[config.mk]
export PLATFORM = sky130hd
export DESIGN_NAME = mux_scanner
export DESIGN_NICKNAME = d
export VERILOG_FILES = /design/src/rtl/mux_scanner.sv
export SDC_FILE = /design/constraint.sdc
export NUM_CORES = 1
export LEC_CHECK = 0
export CAP_MARGIN = 20
export CORE_UTILIZATION = 49
export CTS_BUF_LIST = sky130_fd_sc_hd__clkbuf_8
export DETAILED_ROUTE_END_ITERATION = 12
export PLACE_DENSITY_LB_ADDON = 0.1
export SYNTH_ARGS = -nofsm -noshare
export SYNTH_HDL_FRONTEND = slang
export SYNTH_SLANG_ARGS = --single-unit
[constraint.sdc]
create_clock -name clk -period 1.5 [get_ports clk]
set_input_delay 0.15 -clock clk [delete_from_list [all_inputs] [get_ports clk]]
set_output_delay 0.15 -clock clk [all_outputs]
set_load 0.01 [all_outputs]
[src/rtl/mux_scanner.sv]
// ---------------------------------------------------------------------------
// mux_scanner
//
// Purpose:
//    Walks a downstream 4:1 structural multiplexer through its four select
//    values. Each address is held for SETTLE_CYCLES clocks so the mux output
//    can settle before it is captured. The four captured bits are collected
//    in a shadow register and published together on 'sample', so a partially
//    finished scan is never visible to the consumer.
//
// Parameters:
//    SETTLE_CYCLES  clocks the address is held before capture (1..15)
//
// Ports:
//    clk       in   single clock, all state changes on the rising edge
//    reset     in   asynchronous, active-high reset
//    start     in   requests one scan; only looked at while idle
//    mux_out   in   output of the external 4:1 mux
//    address0  out  mux select LSB (registered)
//    address1  out  mux select MSB (registered)
//    sample    out  last completed scan, bit i = mux_out seen at address i
//    busy      out  high while a scan is in progress
//    done      out  one-cycle pulse when 'sample' is updated
//
// Configuration:
//    MUX_SCAN_CONTINUOUS_EN  when defined, a finished scan immediately starts
//                            the next one at address 0 (busy stays high and
//                            done still pulses once per scan) until reset.
// ---------------------------------------------------------------------------
module mux_scanner #(
   parameter int SETTLE_CYCLES = 2
) (
   input  logic       clk,
   input  logic       reset,
   input  logic       start,
   input  logic       mux_out,
   output logic       address0,
   output logic       address1,
   output logic [3:0] sample,
   output logic       busy,
   output logic       done
);

   // Reject settle values the 4-bit counter cannot represent.
   if (SETTLE_CYCLES < 1 || SETTLE_CYCLES > 15) begin : g_bad_settle
      $error("mux_scanner: SETTLE_CYCLES must be in 1..15");
   end

   typedef enum logic [1:0] {
      IDLE    = 2'd0,
      DRIVE   = 2'd1,
      CAPTURE = 2'd2
   } state_t;

   // The counter starts at zero on entry to DRIVE and counts each DRIVE edge,
   // so the edge that sees LASTCOUNT is the SETTLE_CYCLES-th one.
   localparam logic [3:0] LASTCOUNT = 4'(SETTLE_CYCLES - 1);

   state_t     state;
   logic [3:0] count;
   logic [1:0] addr;
   logic [2:0] shadow;

   // The select lines come straight from the address register so the mux
   // sees glitch-free, clock-aligned changes.
   assign address0 = addr[0];
   assign address1 = addr[1];

   // Scan sequencer. Every output is a register updated here; done defaults
   // low each edge so it can only ever be a single-cycle pulse. The channel-3
   // bit is taken straight from mux_out into 'sample' together with the
   // shadow bits, which is what makes the sample update atomic.
   always_ff @(posedge clk or posedge reset) begin
      if (reset) begin
         state  <= IDLE;
         count  <= 4'd0;
         addr   <= 2'd0;
         shadow <= 3'b000;
         sample <= 4'b0000;
         busy   <= 1'b0;
         done   <= 1'b0;
      end else begin
         done <= 1'b0;
         case (state)
            IDLE: begin
               if (start) begin
                  state <= DRIVE;
                  addr  <= 2'd0;
                  count <= 4'd0;
                  busy  <= 1'b1;
               end
            end

            DRIVE: begin
               count <= count + 4'd1;
               if (count == LASTCOUNT) begin
                  state <= CAPTURE;
               end
            end

            CAPTURE: begin
               count <= 4'd0;
               if (addr != 2'd3) begin
                  shadow[addr] <= mux_out;
                  addr         <= addr + 2'd1;
                  state        <= DRIVE;
               end else begin
                  sample <= {mux_out, shadow};
                  done   <= 1'b1;
                  addr   <= 2'd0;
`ifdef MUX_SCAN_CONTINUOUS_EN
                  state  <= DRIVE;
                  busy   <= 1'b1;
`else
                  state  <= IDLE;
                  busy   <= 1'b0;
`endif
               end
            end

            default: begin
               state <= IDLE;
               busy  <= 1'b0;
               addr  <= 2'd0;
               count <= 4'd0;
            end
         endcase
      end
   end

endmodule

# [Yosys cells after proc, flatten, opt, wreduce, memory -nomap -nowiden]
# Cells that the tools add are included.
[classes] mux=17 n_bitwise=2 n_addsub=2 reduce_logical=7 order_cmp=2 eq_ne=7
[op_table] operator="$pmux 2 s3" count=2
[op_table] operator="$mux 2" count=4
[op_table] operator="$ne 2x2->1 const B" count=4
[op_table] operator="$pmux 4 s2" count=1
[op_table] operator="$reduce_and 2->1" count=4
[op_table] operator="$mux 1" count=6
[op_table] operator="$add 4x1->4 const B" count=1
[op_table] operator="$eq 4x1->1 const B" count=1
[op_table] operator="$mux 4" count=1
[op_table] operator="$bwmux 3" count=1
[op_table] operator="$lt 2x3->1 const B" count=1
[op_table] operator="$pmux 1 s3" count=1
[op_table] operator="$reduce_and 3->1" count=1
[op_table] operator="$add 2x1->2 const B" count=1
[op_table] operator="$demux 1 s2" count=1
[op_table] operator="$eq 2x1->1 const B" count=1
[op_table] operator="$eq 2x2->1 const B" count=1
[op_table] operator="$ge 2x1->1 const B" count=1
[op_table] operator="$logic_not 2->1" count=1
[op_table] operator="$not 1->1" count=2
[op_table] operator="$logic_and 1x1->1" count=1
[word_totals] wordCells=44 register_bits=17 input_bits=4 out_inout_bits=8

# [Logic depth before layout (Yosys ltp)]
# Gate-level depths: netlist of the first run.
[depth] ltp_word=5 mapped_depth=5

# [Worst setup path after synthesis of the first run]
# No wires, ideal clock.
[synth_timing] kind="register to register" startpoint="reg addr[0]" endpoint="reg shadow[0]" stages_incl_launch_ff=5 setup_time_ns=0.127 setup_slack_ns=0.150 arrival_time_ns=1.223 required_time_ns=1.373 n_path_buf=0 path_cell_list="dfrtp_1 > ha_1 > nor2_4 > nand3_1 > mux2_1"
[synth_via] elab_chain_cells=5
[synth_rtl] item="from (decl)" line="61" source="logic [1:0] addr;"
[synth_rtl] item="from (signal assigned)" line="105" source="addr <= addr + 2'd1;"
[synth_rtl] item="$lt 2x3->1 (implied by the code) / $ge 2x1->1 (equally long branches)" line="104" source="shadow[addr] <= mux_out;"
[synth_rtl] item="$logic_and 1x1->1 (implied by the code)" line="104"
[synth_rtl] item="$mux 1 (implied by the code)" line="104"
[synth_rtl] item="$demux 1 s2" line="104"
[synth_rtl] item="$bwmux 3" line="104"
[synth_rtl] item="to (signal, indexed assignment)" line="104"
[synth_rtl] item="to (decl)" line="62" source="logic [2:0] shadow;"
# Parallel ways exist; a longest one is shown, timed or not.
# A chain may end at the register's enable or synchronous reset.

# [Worst setup path after layout of the first run]
# Ends and elaborated chain as after synthesis.

==> key figures, run 1 <==
STA
  • Fin Setup TNS: 0 ps
  • RSZ-0062 raised after global routing: no
  • Tmin final: 1380 ps
  • Clock skew: 1.79 ps
  • Slew of the pin with the lowest slew margin: 412 ps
  • Final Cycle Share: 0.923
  • Worst slew margin: 0.725
  • Hold_ws: 211 ps
  • Final-report setup violation count: 0
  • F_max: 722 MHz
  • Slew Limit Fails: 0
  • Final Hold Fails: 0

Logic synthesis
  • Sequential fraction of the synthesis area: 0.496
  • EDFF count, synth: 0
  • Synthesis-stage register bit count: 17
  • Mapped cell area: 857 sq um
  • Cells after Synth: 70
  • Post-synth top flop: dfrtp_1
  • Asr flop ratio synth: 1.00
  • Share of the synthesized area in the top cell type: 0.496
  • Syn nets: 80
  • Synth area leaders: dfrtp_1 50%, ha_1 8.8%, mux2_4 7.0%
  • Ys Warns: 0
  • Library cells used by synthesis: 29
  • Most common cell in the netlist: dfrtp_1
  • Synth cell count leaders: 17 x dfrtp_1, 6 x ha_1, 5 x nor2_1
  • Area leader, netlist: dfrtp_1
  • Syn_area_per_cell: 12.2 sq um

Die
  • Rows: 14
  • Starting Density: 0.544
  • Die width: 43.8 um
  • Die area: 0.00192 sq mm
  • Core area: 0.00158 sq mm
  • Ports: 12
  • Die Span Y: 43.8 um

Cells and area
  • Fin area: 0.00105 sq mm
  • Footprint of the multi-input gates: 397 sq um
  • Layout cell share with drive strength beyond 1: 0.218
  • Layout Area Growth over Synthesis: 22.0%
  • Fin cells: 103
  • Final #Nets: 98
  • Register area: 425 sq um
  • Antenna Cells: 0
  • Layout fillers: 123

Pwr
  • Comb pwr share: 0.367
  • Power Total: 1720 uW
  • Lkg Pwr: 0.000504 uW
  • Switch Pwr: 598 uW
  • Pwr dens: 1640 mW/mm^2
  • Switching share of power: 0.348
  • Sequential fraction of design power: 0.443
  • Int Power: 1120 uW
  • Clock power share: 0.190
  • VDD IR max: 998 uV

Worst setup path
  • FF-to-FF End: shadow[0]
  • Crit path capture: shadow[0]
  • CP max FO: 5
  • Critical R2R Launch: addr[0]
  • WP data arrival: 1510 ps
  • R2R cell count: 4
  • Flop-to-flop setup slack: 120 ps
  • Worst Setup Start Kind: flip-flop
  • CP required: 1630 ps
  • CP endpoint kind: flip-flop
  • Critical path type: reg2reg
  • CP startpoint: addr[0]

CTS
  • CTS buffer count: 3
  • CTS Hold Bufs: 0
  • Clock transition at the registers of the reported paths: 60 ps
  • Post-CTS setup buffers: 0
  • Clk sinks: 17
  • CTS tree: yes
  • Root Driver: clkbuf_8
  • CTS H-tree lvls: 1
  • Cts repair resizes: 0
  • Clock Path Buffers: 2
  • Worst-Skew Late Latency: 240 ps

Worst hold path
  • HP Class: in2async

Flow run
  • Max-Cap Viols: 0

Drt
  • Post-DRT Antenna Nets: 0
  • DRT iter0 DRCs: 6
  • Total number of vias: 537
  • Final wirelength: 1350 um
  • First-pass detailed-route iteration total: 10
  • Vias per cell: 5.21
  • WL/cell: 13.1 um
  • DRC Markers: 1

Outcome
  • Failing checks: DRC
  • Run status: finished, violations left

Global routing
  • First-pass GRT wire length: 2500 um
  • GR Util All Layers: 0.179
  • Antenna violations before repair: 0
  • Number of global-route vias before repair: 563
  • Largest net degree at the start of global routing: 18
  • Total gr overflow: 0

Placement
  • Post-DP Area: 0.00100 sq mm
  • HPWL after detailed placement: 1010 um
  • Total placed cells including tap cells: 99
  • IO buf count: 11
  • Gpl congestion: 0.775
## worst max-delay path, stage by stage (launching register included)
cell and delay (ps):
dfrtp_1 420, ha_1 280, nor2_4 140, nand3_1 110, mux2_1 310
## layout make-up
cell class | instances | area share
Clock buffer | 3 | 0.0395
Clock inverter | 1 | 0.00359
Inverter | 5 | 0.0179
Multi-Input combinational cell | 46 | 0.379
Sequential cell | 17 | 0.407
Tap cell | 16 | 0.0191
Timing Repair Buffer | 15 | 0.134
## metal layers
layer  vias up  share of wire  track usage
met5         -              0            0
met4         0         0.0067       0.0938
met3         2          0.036       0.0250
met2        10           0.45        0.266
met1       251           0.50        0.253
li1        274              -            -
## how the worst min path moves through the flow
stage / depth (start not counted) / slack [ps] / to
global route: 3 / 260 / sample[0]
global placement: 3 / 480 / sample[0]
finish: 3 / 210 / sample[0]
CTS: 3 / 210 / count[2]
detailed placement: 3 / 480 / sample[0]
floorplan: 1 / 80 / addr[0]
## kinds of logic after synthesis
group / count (synthesis) / synth area share
buffers and inverters: 7 / 0.0409
flip-flops: 17 / 0.496
AO/OA/AOI/OAI: 10 / 0.0818
XOR/XNOR: 1 / 0.0102
AND/OR/NAND/NOR: 21 / 0.162
adder cells (fa/ha/maj): 6 / 0.0876
multiplexers: 8 / 0.121
## placed cells by master (no fill, tap or decap), drive strengths merged, types with 2 or more instances in the layout
cell type      instances
dfrtp                 17
clkdlybuf4s50         11
mux2                   7
ha                     6
inv                    6
nor2                   6
nand3                  4
buf                    4
nand2                  4
o21ai                  3
clkbuf                 3
a21oi                  2
nor3                   2
## stage by stage
step	utilization	worst slack (ps)
2_1_floorplan	-	150
3_3_place_gp	0.635	161
3_5_place_dp	0.635	115
4_1_cts	0.663	106
5_1_grt	0.663	26.4
6_report	0.663	116
## flip-flops by register name (all words and copies together), names as in the netlist
signal  flops
shadow      3
count       4
done        1
state       2
busy        1
addr        2
sample      4
## power by group through the flow
stage / Clock, uW / Combinational [uW] / Sequential, uW
4_1_cts: 342 / 637 / 764
3_5_place_dp: 0 / 634 / 771
3_3_place_gp: 0 / 618 / 767
2_1_floorplan: 0 / 458 / 741
6_report: 327 / 631 / 761
5_1_grt: 355 / 715 / 793
No activity file was read; power rests on OpenSTA's default activity.
==> inputs of run 2 (changes only) <==
--- a/config.mk
+++ b/config.mk
@@ -10,6 +10,7 @@
 export CTS_BUF_LIST = sky130_fd_sc_hd__clkbuf_8
 export DETAILED_ROUTE_END_ITERATION = 12
 export PLACE_DENSITY_LB_ADDON = 0.1
+export SETUP_SLACK_MARGIN = 0.05
 export SYNTH_ARGS = -nofsm -noshare
 export SYNTH_HDL_FRONTEND = slang
 export SYNTH_SLANG_ARGS = --single-unit
==> run 2 against run 1 <==
Compared with the run above: the run still ends with DRC left; setup slack better by 20 ps; first-iteration DRC count is 33% higher; via count stayed put; critical path type is now reg2out; highest routed layer unchanged.
==> key figures, run 2 (synthesis results as in run 1) <==
Outcome
  • Run status: finished, violations left
  • Failing checks: DRC

Pwr
  • Comb pwr share: 0.371 (+0.004)
  • Clock power share: 0.187 (-0.003)
  • Pwr dens: 1640 mW/mm^2 (about the same)
  • Switch Pwr: 604 uW (+0.97%)
  • Sequential fraction of design power: 0.442 (about the same)
  • VDD IR max: 1010 uV (+1.2%)
  • Switching share of power: 0.349 (+0.00114)
  • Lkg Pwr: 0.000501 uW (-0.49%)
  • Int Power: 1130 uW (+0.46%)

Cells and area
  • Register area: 425 sq um (unchanged)
  • Final #Nets: 98 (unchanged)
  • Commonest non-fill, non-tap cell in the layout: dfrtp_1
  • Largest regs: count (4), sample (4), shadow (3)
  • Footprint of the multi-input gates: 403 sq um (+1.6%)
  • Layout Area Growth over Synthesis: 22.8%
  • Most frequent cells in the layout: 17 x dfrtp_1, 11 x clkdlybuf4s50_1, 5 x inv_1, 5 x nor2_1, 5 x ha_1
  • Layout fillers: 122 (-0.81%)
  • Fin cells: 103 (unchanged)
  • Antenna Cells: 0 (unchanged)
  • Layout cell share with drive strength beyond 1: 0.241 (+0.0230)

CTS
  • CTS buffer count: 3 (unchanged)
  • Clk sinks: 17 (unchanged)
  • Post-CTS setup buffers: 0 (unchanged)
  • Clock transition at the registers of the reported paths: 60 ps (about the same)
  • CTS tree: yes
  • Worst-Skew Late Latency: 240 ps (about the same)
  • Root Driver: clkbuf_8
  • CTS Hold Bufs: 0 (unchanged)
  • Clock Path Buffers: 2 (unchanged)
  • CTS H-tree lvls: 1 (unchanged)

Worst setup path
  • Worst-path cell chain: clkdlybuf4s50_1
  • Top delay family on crit path: buffers and inverters
  • Worst Setup Start Kind: flip-flop
  • Slowest stage delay, CP: 560 ps (+140 ps)
  • Critical path type: reg2out
  • CP Buf/Inv Count: 1 (+1)
  • CP max FO: 5 (unchanged)
  • Slowest cell on crit path: clkdlybuf4s50_1
  • Flop-to-flop setup slack: 150 ps (+30 ps)
  • CP endpoint kind: primary output
  • CP required: 1350 ps (-280 ps)
  • FF-to-FF End: state[0]
  • Critical R2R Launch: count[1]
  • R2R cell count: 5 (+1)
  • WP data arrival: 1210 ps (-300 ps)

STA
  • Slew Limit Fails: 0 (unchanged)
  • Final Cycle Share: 0.910 (-0.0134)
  • Fin Setup TNS: 0 ps (unchanged)
  • F_max: 733 MHz (+1.5%)
  • Tmin final: 1360 ps (-20.1 ps)
  • Clock skew: 1.03 ps (-0.762 ps)
  • Final-report setup violation count: 0 (unchanged)
  • Final Hold Fails: 0 (unchanged)
  • Worst slew margin: 0.714 (-0.0119)
  • RSZ-0062 raised after global routing: yes
  • Slew of the pin with the lowest slew margin: 430 ps (+17.8 ps)

Global routing
  • First-pass GRT wire length: 2500 um (unchanged)
  • Antenna violations before repair: 0 (unchanged)
  • Largest net degree at the start of global routing: 18 (unchanged)
  • Number of global-route vias before repair: 563 (unchanged)
  • Total gr overflow: 0 (unchanged)
  • GR Util All Layers: 0.179 (unchanged)

Drt
  • First-pass detailed-route iteration total: 10 (unchanged)
  • WL/cell: 13.1 um (+0.22%)
  • Post-DRT Antenna Nets: 0 (unchanged)
  • Total number of vias: 537 (unchanged)
  • Vias per cell: 5.21 (unchanged)
  • DRC Markers: 1 (unchanged)
  • Final wirelength: 1350 um (+0.22%)
  • DRT iter0 DRCs: 8 (+2)

Placement
  • Total placed cells including tap cells: 99 (unchanged)
  • IO buf count: 11 (unchanged)
  • HPWL after detailed placement: 1010 um (unchanged)
  • Gpl congestion: 0.775 (unchanged)

Flow run
  • Max-Cap Viols: 0 (unchanged)

Die
  • Die area: 0.00192 sq mm (unchanged)
  • Die width: 43.8 um (unchanged)
  • Die Span Y: 43.8 um (unchanged)
  • Ports: 12 (unchanged)
  • Starting Density: 0.544 (unchanged)
  • Core area: 0.00158 sq mm (unchanged)
  • Rows: 14 (unchanged)

Worst hold path
  • HP Class: in2async
## run 2: cell counts in the layout (fill, tap and decap cells not counted)
No cell type changed its count.
## run 2: what timing repair did
item                                    in CTS  in global routing
gates resized for setup                      0                  2
endpoints found under the hold margin        0                  0
endpoints found under the setup margin       0                  3
## run 2: power groups by stage
stage | Combinational, uW | Clock, uW | Sequential (uW)
2_1_floorplan | 458 | 0 | 741
3_3_place_gp | 618 | 0 | 767
3_5_place_dp | 634 | 0 | 771
4_1_cts | 637 | 342 | 764
5_1_grt | 728 | 354 | 796
6_report | 642 | 324 | 764
## run 2: worst reg2reg max path, stage by stage, from the launching register on
cell and delay [ps]:
dfrtp_1 410, inv_1 90, ha_1 130, or3b_1 400, a21oi_2 150, o21ai_1 60
## run 2: layer usage
layer | vias to the layer above | global-route usage | wire length, um
li1 | 272 | - | -
met1 | 253 | 0.253 | 680
met2 | 10 | 0.266 | 614
met3 | 2 | 0.0250 | 49
met4 | 0 | 0.0938 | 9
met5 | - | 0 | 0
## run 2: through the flow
| step | instance area [sq um] | worst slack, ps | hold slack [ps] | util | power (uW) |
|---|---|---|---|---|---|
| CTS | 1050 | 106 | 213 | 0.663 | 1740 |
| detailed placement | 1000 | 115 | 482 | 0.635 | 1410 |
| global route | 1050 | 30.2 | 257 | 0.667 | 1880 |
| floorplan | 857 | 150 | 76.1 | - | 1200 |
| global placement | 1000 | 161 | 478 | 0.635 | 1380 |
| finish | 1050 | 136 | 211 | 0.667 | 1730 |
## run 2: cell type report
| cell class | instances | share of cell area |
|---|---|---|
| inverters | 5 | 0.0178 |
| well taps | 16 | 0.0190 |
| repair buffers | 15 | 0.133 |
| flip-flops and latches | 17 | 0.404 |
| multi-input cells | 46 | 0.383 |
| clock inverters | 1 | 0.00357 |
| clock buffers | 3 | 0.0392 |
## run 2: worst max path at each step
stage	from	endpoint	slack [ps]	cells after the start
finish	addr[0]	address0	140	1
global route	count[1]	state[0]	30	5
floorplan	addr[0]	shadow[0]	150	4
detailed placement	addr[0]	shadow[0]	110	4
global placement	addr[0]	shadow[0]	160	4
CTS	addr[0]	shadow[1]	110	4
